File: config.mk
export PLATFORM = sky130hd
export DESIGN_NAME = chase_step_gen
export DESIGN_NICKNAME = d
export VERILOG_FILES = /design/src/rtl/chase_step_gen.sv
export SDC_FILE = /design/constraint.sdc
export NUM_CORES = 1
export LEC_CHECK = 0
export ABC_AREA = 1
export CORE_ASPECT_RATIO = 0.8
export CORE_UTILIZATION = 60
export DETAILED_ROUTE_END_ITERATION = 12
export GPL_ROUTABILITY_DRIVEN = 0
export PLACE_DENSITY = 0.88
export SYNTH_ARGS = -nofsm -noshare
export SYNTH_HDL_FRONTEND = slang
export SYNTH_SLANG_ARGS = --single-unit
File: constraint.sdc
create_clock -name clk -period 5 [get_ports clk]
set_clock_uncertainty 0.15 [all_clocks]
set_input_delay 0.75 -clock clk [delete_from_list [all_inputs] [get_ports clk]]
set_output_delay 0.75 -clock clk [all_outputs]
set_load 0.1 [all_outputs]
File: src/rtl/chase_step_gen.sv
// Step-clock and direction front end for the LED chaser: divides clk into step_clk,
// and synchronises/debounces the raw switches. Debounce latency 2 + DEB_CNT cycles;
// no backpressure. Optional manual single-stepping is built when MANUAL_STEP_EN is defined.

// Two-flop synchroniser followed by a counting debouncer for one raw input.
// The debounced value flips after the synchronised value has differed for DEB_CNT cycles.
module chase_step_deb #(
  parameter int unsigned DEB_CNT = 1_000_000,
  parameter logic        RST_VAL = 1'b0
) (
  input  logic clk,
  input  logic reset,
  input  logic raw_i,
  output logic deb_o,
  output logic deb_nxt_o
);

  localparam int unsigned CW = $clog2(DEB_CNT + 1);

  typedef enum logic {
    ST_STABLE = 1'b0,
    ST_CHECK  = 1'b1
  } deb_state_e;

  logic          sync1_q, sync1_d;
  logic          sync2_q, sync2_d;
  logic          deb_q,   deb_d;
  logic [CW-1:0] cnt_q,   cnt_d;
  deb_state_e    state;

  // Synchroniser flops and debounce state; the synchroniser resets to the
  // debounced reset value so no spurious change is seen right after reset.
  always_ff @(posedge clk or posedge reset) begin
    if (reset) begin
      sync1_q <= RST_VAL;
      sync2_q <= RST_VAL;
      deb_q   <= RST_VAL;
      cnt_q   <= '0;
    end else begin
      sync1_q <= sync1_d;
      sync2_q <= sync2_d;
      deb_q   <= deb_d;
      cnt_q   <= cnt_d;
    end
  end

  // The state is fully determined by whether the synchronised and debounced
  // values disagree, so it is decoded rather than stored.
  always_comb begin
    state = (sync2_q != deb_q) ? ST_CHECK : ST_STABLE;
  end

  // Next-state logic: count while differing, flip at the end of the window,
  // clear whenever the input returns to the debounced value.
  always_comb begin
    sync1_d = raw_i;
    sync2_d = sync1_q;
    deb_d   = deb_q;
    cnt_d   = '0;
    case (state)
      ST_CHECK: begin
        if (cnt_q == CW'(DEB_CNT - 1)) begin
          deb_d = sync2_q;
        end else begin
          cnt_d = cnt_q + CW'(1);
        end
      end
      default: begin
        cnt_d = '0;
      end
    endcase
  end

  assign deb_o     = deb_q;
  assign deb_nxt_o = deb_d;

endmodule

module chase_step_gen #(
  parameter int unsigned DIV_HALF = 25_000_000,
  parameter int unsigned DEB_CNT  = 1_000_000
) (
  input  logic clk,
  input  logic reset,
  input  logic sw_dir,
  input  logic btn_step,
  input  logic sw_mode,
  output logic step_clk,
  output logic step,
  output logic dir
);

  localparam int unsigned PW = $clog2(DIV_HALF);

  logic [PW-1:0] pre_cnt_q, pre_cnt_d;
  logic          step_clk_q, step_clk_d;
  logic          step_q, step_d;
  logic          dir_q, dir_d;

  logic          dir_deb_nxt;
  logic          unused_dir_deb;
  logic          manual;
  logic          btn_pulse;

  chase_step_deb #(
    .DEB_CNT (DEB_CNT),
    .RST_VAL (1'b1)
  ) u_deb_dir (
    .clk       (clk),
    .reset     (reset),
    .raw_i     (sw_dir),
    .deb_o     (unused_dir_deb),
    .deb_nxt_o (dir_deb_nxt)
  );

`ifdef MANUAL_STEP_EN
  logic mode_deb, mode_deb_nxt;
  logic btn_deb, btn_deb_nxt;

  chase_step_deb #(
    .DEB_CNT (DEB_CNT),
    .RST_VAL (1'b0)
  ) u_deb_mode (
    .clk       (clk),
    .reset     (reset),
    .raw_i     (sw_mode),
    .deb_o     (mode_deb),
    .deb_nxt_o (mode_deb_nxt)
  );

  chase_step_deb #(
    .DEB_CNT (DEB_CNT),
    .RST_VAL (1'b0)
  ) u_deb_btn (
    .clk       (clk),
    .reset     (reset),
    .raw_i     (btn_step),
    .deb_o     (btn_deb),
    .deb_nxt_o (btn_deb_nxt)
  );

  // Manual mode follows the registered debounced mode; a button edge only
  // counts if the mode is manual both now and in the next cycle, so an edge
  // coinciding with a switch back to auto is dropped.
  always_comb begin
    manual    = mode_deb;
    btn_pulse = mode_deb & mode_deb_nxt & btn_deb_nxt & ~btn_deb;
  end
`else
  logic unused_manual_in;

  assign unused_manual_in = btn_step | sw_mode;

  // Without manual stepping the block is permanently in auto mode.
  always_comb begin
    manual    = 1'b0;
    btn_pulse = 1'b0;
  end
`endif

  // Output and prescaler registers.
  always_ff @(posedge clk or posedge reset) begin
    if (reset) begin
      pre_cnt_q  <= '0;
      step_clk_q <= 1'b0;
      step_q     <= 1'b0;
      dir_q      <= 1'b1;
    end else begin
      pre_cnt_q  <= pre_cnt_d;
      step_clk_q <= step_clk_d;
      step_q     <= step_d;
      dir_q      <= dir_d;
    end
  end

  // Prescaler: toggle step_clk at terminal count; in manual mode the counter is
  // parked at 0 and step_clk is high only for the single cycle after a button edge.
  always_comb begin
    pre_cnt_d  = pre_cnt_q;
    step_clk_d = step_clk_q;
    step_d     = 1'b0;
    if (manual) begin
      pre_cnt_d  = '0;
      step_clk_d = btn_pulse;
      step_d     = btn_pulse;
    end else if (pre_cnt_q == PW'(DIV_HALF - 1)) begin
      pre_cnt_d  = '0;
      step_clk_d = ~step_clk_q;
      step_d     = ~step_clk_q;
    end else begin
      pre_cnt_d  = pre_cnt_q + PW'(1);
    end
  end

  // dir only updates into a cycle where step_clk is low, so it is never
  // changing across a rising edge; changes during the high phase wait for the fall.
  always_comb begin
    dir_d = step_clk_d ? dir_q : dir_deb_nxt;
  end

  assign step_clk = step_clk_q;
  assign step     = step_q;
  assign dir      = dir_q;

endmodule

==> reports/qor.yml, run 1 <==
pwr:
  pwr-share-comb_pct: 2.5
  p_switching_uw: 149.8
  p_leak_nw: 1.534
  p_sw_share_pct: 20.81
  power_per_cell_area_nw_per_um2: 225.2
  clockPowerShare_pct: 39.4
  seq_power_share_pct: 58.1
  p_int_uw: 570.0
  max-vdd-ir-drop_uv: 132.8
timing:
  worst_pin_slew_ps: 1037
  fin_ws_ps: 2114
  min_period_ps: 2886
  finalHoldViolCount: 0
  setup_tns_ps: 0
  maxSlewViolCount: 0
  slew_headroom_pct: 30.74
  rsz0062_at_grt: "no"
  setup_viol: 0
  fmax_mhz: 346.5
  period_share_pct: 57.73
detailed_routing:
  wirelength_um: 6446
  final_antenna_net_count: 0
  vias: 2615
  dr.pass1.iters: 5
  vias_per_cell: 5.517
  route.detailed.drc: 0
  wl_per_cell_um: 13.60
  drtIter0Drc: 270
synth:
  syn_avg_cell_area_um2: 7.389
  yosysUniqueCellTypes: 29
  synth_warnings: 0
  synth_nets: 410
  ys_seq_elements: 51
  ys_seq_area_share_pct: 43.13
  syn_inst: 402
  netlist_area_um2: 2970
global_route:
  antenna_found_initial: 0
  grt_usage_pct: 28.05
  grt_max_degree: 52
  grt-ovfl-total: 0
  grt_pass1_wl_um: 11010
  grt_pass1_vias: 2547
finish:
  diodes: 0
  nets: 421
  final_area_um2: 3197
  area_growth_pct: 7.624
  layout-drive-gt1-share_pct: 11.35
  fin_cells: 474
outcome:
  outcome: "finished, final reports clean"
clock_tree:
  cts.path.max_buffers: 2
  hold_buffers: 0
  tritoncts.num_buffers: 5
  cts_max_level: 2
  cts_setup_buffers: 0
  clk_latency_ps: 310
  cts.repair.resized: 0
  cts-root-buf: "clkbuf_8"
  clock-sinks: 51
  tritoncts: "yes"
  clk_pin_slew_ps: 90
hold_path:
  holdPathEnd: "u_deb_dir.sync2_q"
  hold_path.class: "reg -> reg"
  min_from: "u_deb_dir.sync1_q"
  hold_depth: 0
critical_path:
  path_cells: "clkdlybuf4s50_1"
  reg2reg_slack_ps: 2900
  ff2ff_path_depth: 11
  cp-end-kind: "output pin"
  crit_buf_inv: 1
  max_stage_delay_ps: 1130
  slowest_stage: "clkdlybuf4s50_1"
  crit_type: "reg -> out"
  crit_path_max_fanout: 2
  path_delay_family: "buffers and inverters"
  timing.rr.start: "pre_cnt_q[0]"
  critical_path_required_ps: 4100
  crit_arrival_ps: 1990
  reg2reg_to: "dir"
  startpoint_type: "register"
floorplan:
  initial_utilization_pct: 63.48
  dieArea_um2: 5238
  core_area_um2: 4679
  die_w_um: 80.67
  fp-row-count: 22
  die_h_um: 64.93
  num_io_pins: 8
place:
  place_ws_ps: 2458
  numPortBuffers: 5
  dpl.cell_count: 466
  place_area_um2: 3090
  hpwl_um: 4854
flow_run:
  max_cap_violations: 0
[metal layers]
| metal | global-route usage [%] | share of wire [%] |
|---|---|---|
| met5 | 0 | 0 |
| met1 | 36.80 | 45 |
| met3 | 7.042 | 8.2 |
| met4 | 12.72 | 1.9 |
| met2 | 43.54 | 44 |
[cell usage in the layout (no fill, tap or decap), drive strengths merged]
cell	count
nor2	97
nand2	94
inv	64
dfrtp	47
nand3	32
nor3	16
nand4	10
xor2	10
o21ai	9
clkbuf	7
a21oi	6
clkdlybuf4s50	5
xnor2	5
dfstp	4
ha	3
a31oi	1
o31ai	1
nand3b	1
and2	1
bufinv	1
[stage by stage]
stage / util [%] / total power [mW] / hold WS [ps]
finish: 68.32 / 0.7198 / 219.7
global route: 68.32 / 0.7496 / 219.7
CTS: 68.32 / 0.7268 / 221.3
detailed placement: 66.04 / 0.4450 / 206.4
global placement: 66.04 / 0.4447 / 203.7
floorplan: - / 0.4389 / 195.2
[layout make-up]
type                       count  area, um2
fill                         372       1483
multi-input combinational    286       1444
sequential                    51       1281
inverter                      64      240.2
clock buffer                   7      76.32
tap                           60      75.07
timing repair buffer           5      50.05
clock inverter                 1      30.03
[worst max path at each step]
stage | start | to | slack (ps) | cells past startpoint
floorplan | reset | pre_cnt_q[0] | 2880 | 1
global placement | dir | dir | 2470 | 1
CTS | dir | dir | 2110 | 1
finish | dir | dir | 2110 | 1
global route | dir | dir | 2070 | 1
detailed placement | dir | dir | 2460 | 1
[flip-flops by register name, summed over array words and instances, names as in the netlist]
name,count
dir,1
pre_cnt_q,25
step,1
step_clk,1
u_deb_dir.cnt_q,20
u_deb_dir.deb_o,1
u_deb_dir.sync1_q,1
u_deb_dir.sync2_q,1
[logic make-up after synthesis]
kind of cell	count (synthesis)	share of synthesized area [%]
flip-flops	51	43.13
adder cells (fa/ha/maj)	3	1.264
AO/OA/AOI/OAI	17	2.991
buffers and inverters	65	8.256
XOR/XNOR	15	4.676
AND/OR/NAND/NOR	251	39.68
[worst reg2reg max path, cell delays in order (launching register included)]
cell and delay, ps:
dfrtp_1 390, ha_1 180, nand2_1 80, nor2_2 240, nand2_1 150, nor2_2 170, nand3_2 160, inv_1 90
ha_1 240, inv_1 80, nand2_1 50, nand2_1 70
[Yosys cell counts, drive strengths merged]
cell type  number  area [um2]
a21oi           6       30.03
a31oi           1       6.260
and2            1       6.260
buf             1       5.000
dfrtp          47        1176
dfstp           4       105.1
ha              3       37.54
inv            64       240.2
nand2          94       382.9
nand3          32       185.2
nand3b          1       7.510
nand4          10       62.56
nor2           97       437.9
nor3           16       96.35
o21ai           9       45.04
o31ai           1       7.510
xnor2           5       51.30
xor2           10       87.58
[power by group through the flow]
| stage | clock (mW) | sequential [mW] | combinational [mW] |
|---|---|---|---|
| floorplan | 0 | 0.426 | 0.0131 |
| global placement | 0 | 0.426 | 0.0185 |
| detailed placement | 0 | 0.426 | 0.0187 |
| CTS | 0.290 | 0.418 | 0.0189 |
| global route | 0.310 | 0.419 | 0.0211 |
| finish | 0.283 | 0.418 | 0.0182 |
(Power assumes the default switching activity.)
==> run 2, diff against run 1 <==
==> constraint.sdc (replaced) <==
create_clock -name clk -period 2.97 [get_ports clk]
set_clock_uncertainty 0.15 [all_clocks]
set_input_delay 0.4455 -clock clk [delete_from_list [all_inputs] [get_ports clk]]
set_output_delay 0.4455 -clock clk [all_outputs]
set_load 0.1 [all_outputs]
==> reports/qor.yml, run 2 (synthesized netlist as in run 1, its figures left out) <==
clock_tree:
  clk_pin_slew_ps: 100  # was 90 ps
  hold_buffers: 0  # unchanged
  cts_setup_buffers: 0  # unchanged
  cts-root-buf: "clkbuf_8"  # unchanged
  tritoncts: "yes"  # unchanged
  clock-sinks: 51  # unchanged
  cts.path.max_buffers: 2  # unchanged
  cts_max_level: 2  # unchanged
  cts.repair.resized: 0  # unchanged
  tritoncts.num_buffers: 5  # unchanged
  clk_latency_ps: 310  # about the same
flow_run:
  max_cap_violations: 0  # unchanged
floorplan:
  core_area_um2: 4679  # unchanged
  dieArea_um2: 5238  # unchanged
  fp-row-count: 22  # unchanged
  die_h_um: 64.93  # unchanged
  die_w_um: 80.67  # unchanged
  num_io_pins: 8  # unchanged
  initial_utilization_pct: 63.48  # unchanged
critical_path:
  crit_buf_inv: 2  # was 1
  cpMostUsedCell: "nand2_1"
  path_delay_family: "simple AND/OR/NAND/NOR gates"  # was buffers and inverters
  cp.depth: 11  # was 1
  crit_arrival_ps: 2140  # was 1990 ps
  slowest_stage: "dfrtp_1"  # was clkdlybuf4s50_1
  critical_path_required_ps: 3080  # was 4100 ps
  ff2ff_path_depth: 11  # unchanged
  startpoint_type: "register"  # unchanged
  cp-end-kind: "register"  # was output pin
  crit_path_max_fanout: 6  # was 2
  crit_type: "reg -> reg"  # was reg -> out
  max_stage_delay_ps: 380  # was 1130 ps
  path_cells: "ha_1 -> nand2_1 -> nor2_2 -> nand2_1 -> nor2_2 -> nand3_2 -> inv_1 -> ha_1 -> inv_1 -> nand2_1 -> nand2_1"  # was clkdlybuf4s50_1
global_route:
  grt_usage_pct: 26.91  # was 28.05%
  grt_pass1_wl_um: 10770  # was 11010 um
  grt-ovfl-total: 0  # unchanged
  antenna_found_initial: 0  # unchanged
  grt_max_degree: 41  # was 52
  grt_pass1_vias: 2398  # was 2547
finish:
  final_cell_mix: "nand2_1, nor2_1, inv_1, dfrtp_1, nand3_1"  # unchanged
  final_common_cell: "nand2_1"  # unchanged
  area_growth_pct: 9.183  # was 7.624%
  largestRegisters: "pre_cnt_q: 25 flops, u_deb_dir.cnt_q: 20 flops"  # unchanged
  largest_register_ffs: 25  # unchanged
  fin_cells: 476  # was 474
  diodes: 0  # unchanged
  layout-drive-gt1-share_pct: 12.74  # was 11.35%
  top_register: "pre_cnt_q"  # unchanged
  final_area_um2: 3243  # was 3197 um2
  num-fill-cells: 371  # was 372
  nets: 423  # was 421
pwr:
  power_per_cell_area_nw_per_um2: 402.1  # was 225.2 nW/um2
  max-vdd-ir-drop_uv: 295.7  # was 132.8 uV
  p_leak_nw: 1.568  # was 1.534 nW
hold_path:
  hold_depth: 0  # unchanged
  hold_path.class: "reg -> reg"  # unchanged
timing:
  setup_viol: 0  # unchanged
  setup_tns_ps: 0  # unchanged
  period_share_pct: 68.41
  slew_headroom_pct: 75.30  # was 30.74%
  rsz0062_at_grt: "no"  # unchanged
  worst_pin_slew_ps: 367.6  # was 1037 ps
  maxSlewViolCount: 0  # unchanged
  finalHoldViolCount: 0  # unchanged
  min_period_ps: 2032
  fmax_mhz: 492.2
detailed_routing:
  wl_per_cell_um: 12.84  # was 13.60 um
  vias_per_cell: 5.464  # was 5.517
  vias: 2601  # was 2615
  final_antenna_net_count: 0  # unchanged
  drtIter0Drc: 319  # was 270
  wirelength_um: 6112  # was 6446 um
  route.detailed.drc: 0  # unchanged
  dr.pass1.iters: 5  # unchanged
place:
  place_area_um2: 3110  # was 3090 um2
  hpwl_um: 4594  # was 4854 um
  dpl.cell_count: 468  # was 466
  numPortBuffers: 5  # unchanged
outcome:
  outcome: "finished, final reports clean"  # unchanged
run 2: where the power goes:
group / leakage [nW] / internal [mW] / switching (mW)
Clock: 0.0654 / 0.337 / 0.228
Sequential: 0.682 / 0.700 / 0.00417
Combinational: 0.821 / 0.0111 / 0.0240
Total: 1.57 / 1.05 / 0.256
run 2: stage by stage:
step | worst slack, ps | hold WS [ps] | power, mW | util, %
after detailed placement | 932.7 | 201.8 | 0.7542 | 66.47
final | 938.2 | 212.7 | 1.304 | 69.30
after global routing | 676.4 | 216.5 | 1.356 | 69.30
after floorplan | 1136 | 195.2 | 0.7389 | -
after CTS | 923.3 | 215.0 | 1.314 | 69.30
after global placement | 988.4 | 203.8 | 0.7529 | 66.47
run 2: path summary, 6_finish.rpt:
check | from | endpoint | slack (ps)
worst min register to register | u_deb_dir.sync1_q | u_deb_dir.sync2_q | 210
min in group asynchronous | reset | pre_cnt_q[23] | 240
max in group asynchronous | reset | u_deb_dir.sync1_q | 1860
worst min-delay path | u_deb_dir.sync1_q | u_deb_dir.sync2_q | 210
worst max-delay path | pre_cnt_q[0] | dir | 940
worst max register to register | pre_cnt_q[0] | dir | 940
run 2: cell type report:
class / instances / area, um2 / share of cell area (%)
clock inverter: 2 / 60.06 / 1.852
tap: 60 / 75.07 / 2.315
inverter: 64 / 240.2 / 7.407
timing repair buffer: 7 / 70.07 / 2.160
clock buffer: 6 / 72.57 / 2.238
sequential: 51 / 1281 / 39.51
multi-input combinational: 286 / 1444 / 44.52
run 2: routing by layer:
metal  track usage (%)  routed length [um]
met1             38.60                2955
met5                 0                   0
met2             41.63                2739
met3             5.493                 364
met4             6.473                  53
==> run 3, diff against run 2 <==
--- a/config.mk
+++ b/config.mk
@@ -7,10 +7,10 @@
 export LEC_CHECK = 0
 export ABC_AREA = 1
 export CORE_ASPECT_RATIO = 0.8
-export CORE_UTILIZATION = 60
+export CORE_UTILIZATION = 56
 export DETAILED_ROUTE_END_ITERATION = 12
 export GPL_ROUTABILITY_DRIVEN = 0
-export PLACE_DENSITY = 0.88
+export PLACE_DENSITY = 0.86
 export SYNTH_ARGS = -nofsm -noshare
 export SYNTH_HDL_FRONTEND = slang
 export SYNTH_SLANG_ARGS = --single-unit
==> constraint.sdc (replaced) <==
create_clock -name clk -period 1.6 [get_ports clk]
set_clock_uncertainty 0.15 [all_clocks]
set_input_delay 0.24 -clock clk [delete_from_list [all_inputs] [get_ports clk]]
set_output_delay 0.24 -clock clk [all_outputs]
set_load 0.1 [all_outputs]
==> reports/qor.yml, run 3 (synthesized netlist as in run 1, its figures left out) <==
detailed_routing:
  dr.pass1.iters: 7  # was 5
  wirelength_um: 8312  # was 6112 um
  vias: 2940  # was 2601
  wl_per_cell_um: 16.17  # was 12.84 um
  drtIter0Drc: 360  # was 319
  final_antenna_net_count: 0  # unchanged
  route.detailed.drc: 0  # unchanged
  vias_per_cell: 5.720  # was 5.464
pwr:
  p_int_mw: 1.848  # was 1.048 mW
  power_per_cell_area_nw_per_um2: 618.5  # was 402.1 nW/um2
  p_switching_uw: 518.3  # was 256.3 uW
  p_sw_share_pct: 21.90  # was 19.65%
  p_leak_nw: 1.776  # was 1.568 nW
  pwr-share-comb_pct: 4.5  # was 2.7%
  max-vdd-ir-drop_uv: 949.1  # was 295.7 uV
  seq_power_share_pct: 55.3  # was 54.0%
  clockPowerShare_pct: 40.2  # was 43.3%
finish:
  final_common_cell: "nand2_1"  # unchanged
  top_register: "pre_cnt_q"  # unchanged
  largest_register_ffs: 25  # unchanged
  area_growth_pct: 28.81  # was 9.183%
  diodes: 0  # unchanged
  num-fill-cells: 321  # was 371
  utilization_pct: 75.54  # was 69.30%
  largestRegisters: "pre_cnt_q: 25 flops, u_deb_dir.cnt_q: 20 flops"  # unchanged
  layout-drive-gt1-share_pct: 30.97  # was 12.74%
  nets: 459  # was 423
  final_cell_mix: "nand2_1, nor2_1, inv_1, dfrtp_1, buf_4"  # was nand2_1, nor2_1, inv_1, dfrtp_1, nand3_1
clock_tree:
  hold_buffers: 0  # unchanged
  cts-root-buf: "clkbuf_8"  # unchanged
  clk_latency_ps: 310  # about the same
  clock-sinks: 51  # unchanged
  cts.path.max_buffers: 2  # unchanged
  tritoncts.num_buffers: 5  # unchanged
  cts_max_level: 2  # unchanged
  clk_pin_slew_ps: 100  # about the same
  tritoncts: "yes"  # unchanged
global_route:
  grt-ovfl-total: 0  # unchanged
  grt_pass1_wl_um: 11970  # was 10770 um
  grt_usage_pct: 27.64  # was 26.91%
  grt_pass1_vias: 2613  # was 2398
  antenna_found_initial: 0  # unchanged
  grt_max_degree: 27  # was 41
timing:
  worst_pin_slew_ps: 362.8  # was 367.6 ps
  setup_tns_ps: -1325  # was 0 ps
  finalHoldViolCount: 0  # unchanged
  period_share_pct: 109.1  # was 68.41%
  fmax_mhz: 573.1  # was 492.2 MHz
  slew_headroom_pct: 75.76  # was 75.30%
  setup_viol: 20  # was 0
  maxSlewViolCount: 0  # unchanged
  min_period_ps: 1745  # was 2032 ps
  fin_ws_ps: -145.0  # was 938.2 ps
  rsz0062_at_grt: "yes"  # was no
outcome:
  outcome: "finished with violations"  # was finished, final reports clean
  violations: "negative setup slack"
place:
  hpwl_um: 5152  # was 4594 um
  numPortBuffers: 5  # unchanged
floorplan:
  initial_utilization_pct: 58.65  # was 63.48%
  core_area_um2: 5065  # was 4679 um2
  num_io_pins: 8  # unchanged
  fp-row-count: 23  # was 22
  die_w_um: 83.43  # was 80.67 um
  die_h_um: 67.14  # was 64.93 um
  dieArea_um2: 5601  # was 5238 um2
critical_path:
  cp-end-kind: "register"  # unchanged
  critical_path_required_ps: 1710  # was 3080 ps
  max_stage_delay_ps: 370  # was 380 ps
  path_cells: "ha_2 -> nand2_2 -> nor2_4 -> nand2_2 -> nor2_4 -> nand3_2 -> inv_2 -> ha_4 -> inv_2 -> nand2_1 -> nand2_1"  # was ha_1 -> nand2_1 -> nor2_2 -> nand2_1 -> nor2_2 -> nand3_2 -> inv_1 -> ha_1 -> inv_1 -> nand2_1 -> nand2_1
  slowest_stage: "dfrtp_1"  # unchanged
  crit_path_max_fanout: 2  # was 6
  crit_arrival_ps: 1850  # was 2140 ps
  startpoint_type: "register"  # unchanged
  reg2reg_slack_ps: -150  # was 940 ps
  crit_buf_inv: 2  # unchanged
  crit_type: "reg -> reg"  # unchanged
  path_delay_family: "simple AND/OR/NAND/NOR gates"  # unchanged
  ff2ff_path_depth: 11  # unchanged
  reg2reg_to: "dir"  # unchanged
  timing.rr.start: "pre_cnt_q[1]"  # was pre_cnt_q[0]
hold_path:
  hold_path.class: "in -> async"  # was reg -> reg
flow_run:
  max_cap_violations: 0  # unchanged
## run 3: cell count changes in the layout (fill, tap and decap cells not counted), moves of 4 or more
| cell | previous run | this run |
|---|---|---|
| nand2_1 | 86 | 73 |
| buf_12 | 1 | 5 |
| nor2_2 | 11 | 21 |
| nand2_2 | 6 | 15 |
| nor2_4 | 4 | 13 |
| nor2_1 | 81 | 63 |
| nand3_2 | 5 | 9 |
| nand3_1 | 27 | 22 |
| buf_6 | 0 | 6 |
| buf_4 | 4 | 29 |
## run 3: metal layers
layer  routed length (um)  vias to the layer above  share of wire, %  GRT usage (%)
met5                    0                        -                 0              0
li1                     -                     1344                 -              -
met1                 3448                     1370                41          39.48
met2                 3885                      191                47          42.42
met4                  250                        0               3.0          10.59
met3                  727                       35               8.7          5.134
## run 3: final cells by class
cell class	count	area (um2)	area share [%]
clock buffers	6	82.58	2.158
clock inverters	2	35.03	0.9156
inverters	64	251.5	6.573
multi-input cells	287	1689	44.15
flip-flops and latches	51	1285	33.58
well taps	62	77.57	2.027
repair buffers	42	405.4	10.60
## run 3: worst register-to-register path, cell delays in order (launching register included)
cell	delay [ps]
dfrtp_1	370
ha_2	190
nand2_2	70
nor2_4	130
nand2_2	100
nor2_4	110
nand3_2	110
inv_2	100
ha_4	200
inv_2	60
nand2_1	50
nand2_1	50
## run 3: stage by stage
stage | area, um2 | cells | setup WS, ps | power, mW | hold slack, ps
final | 3826 | 514 | -145.0 | 2.367 | 107.8
after floorplan | 2992 | 402 | -128.9 | 1.372 | 94.48
after global routing | 3826 | 514 | -200.4 | 2.436 | 133.6
after CTS | 3576 | 506 | -59.88 | 2.357 | 114.0
after global placement | 3364 | 494 | -23.63 | 1.414 | 202.1
after detailed placement | 3364 | 494 | -102.1 | 1.420 | 198.1
## run 3: how the worst max path moves through the flow
stage,slack (ps),from,endpoint,depth (start not counted)
floorplan,-130,pre_cnt_q[0],dir,11
detailed placement,-100,pre_cnt_q[0],dir,11
finish,-150,pre_cnt_q[1],dir,11
CTS,-60,pre_cnt_q[0],dir,11
global placement,-20,pre_cnt_q[1],dir,11
global route,-200,pre_cnt_q[1],dir,11
## run 3: power groups by stage
stage	registers [mW]	logic, mW	clock network (mW)
floorplan	1.33	0.0415	0
global placement	1.33	0.0840	0
finish	1.31	0.106	0.951
CTS	1.31	0.0897	0.960
global route	1.31	0.118	1.01
detailed placement	1.33	0.0879	0
## run 3: repair_timing
action	in CTS	in global routing
gates cloned	1	0
pin swaps	7	26
buffers inserted	3	9
gates resized for setup	15	55
endpoints found under the setup margin	19	36
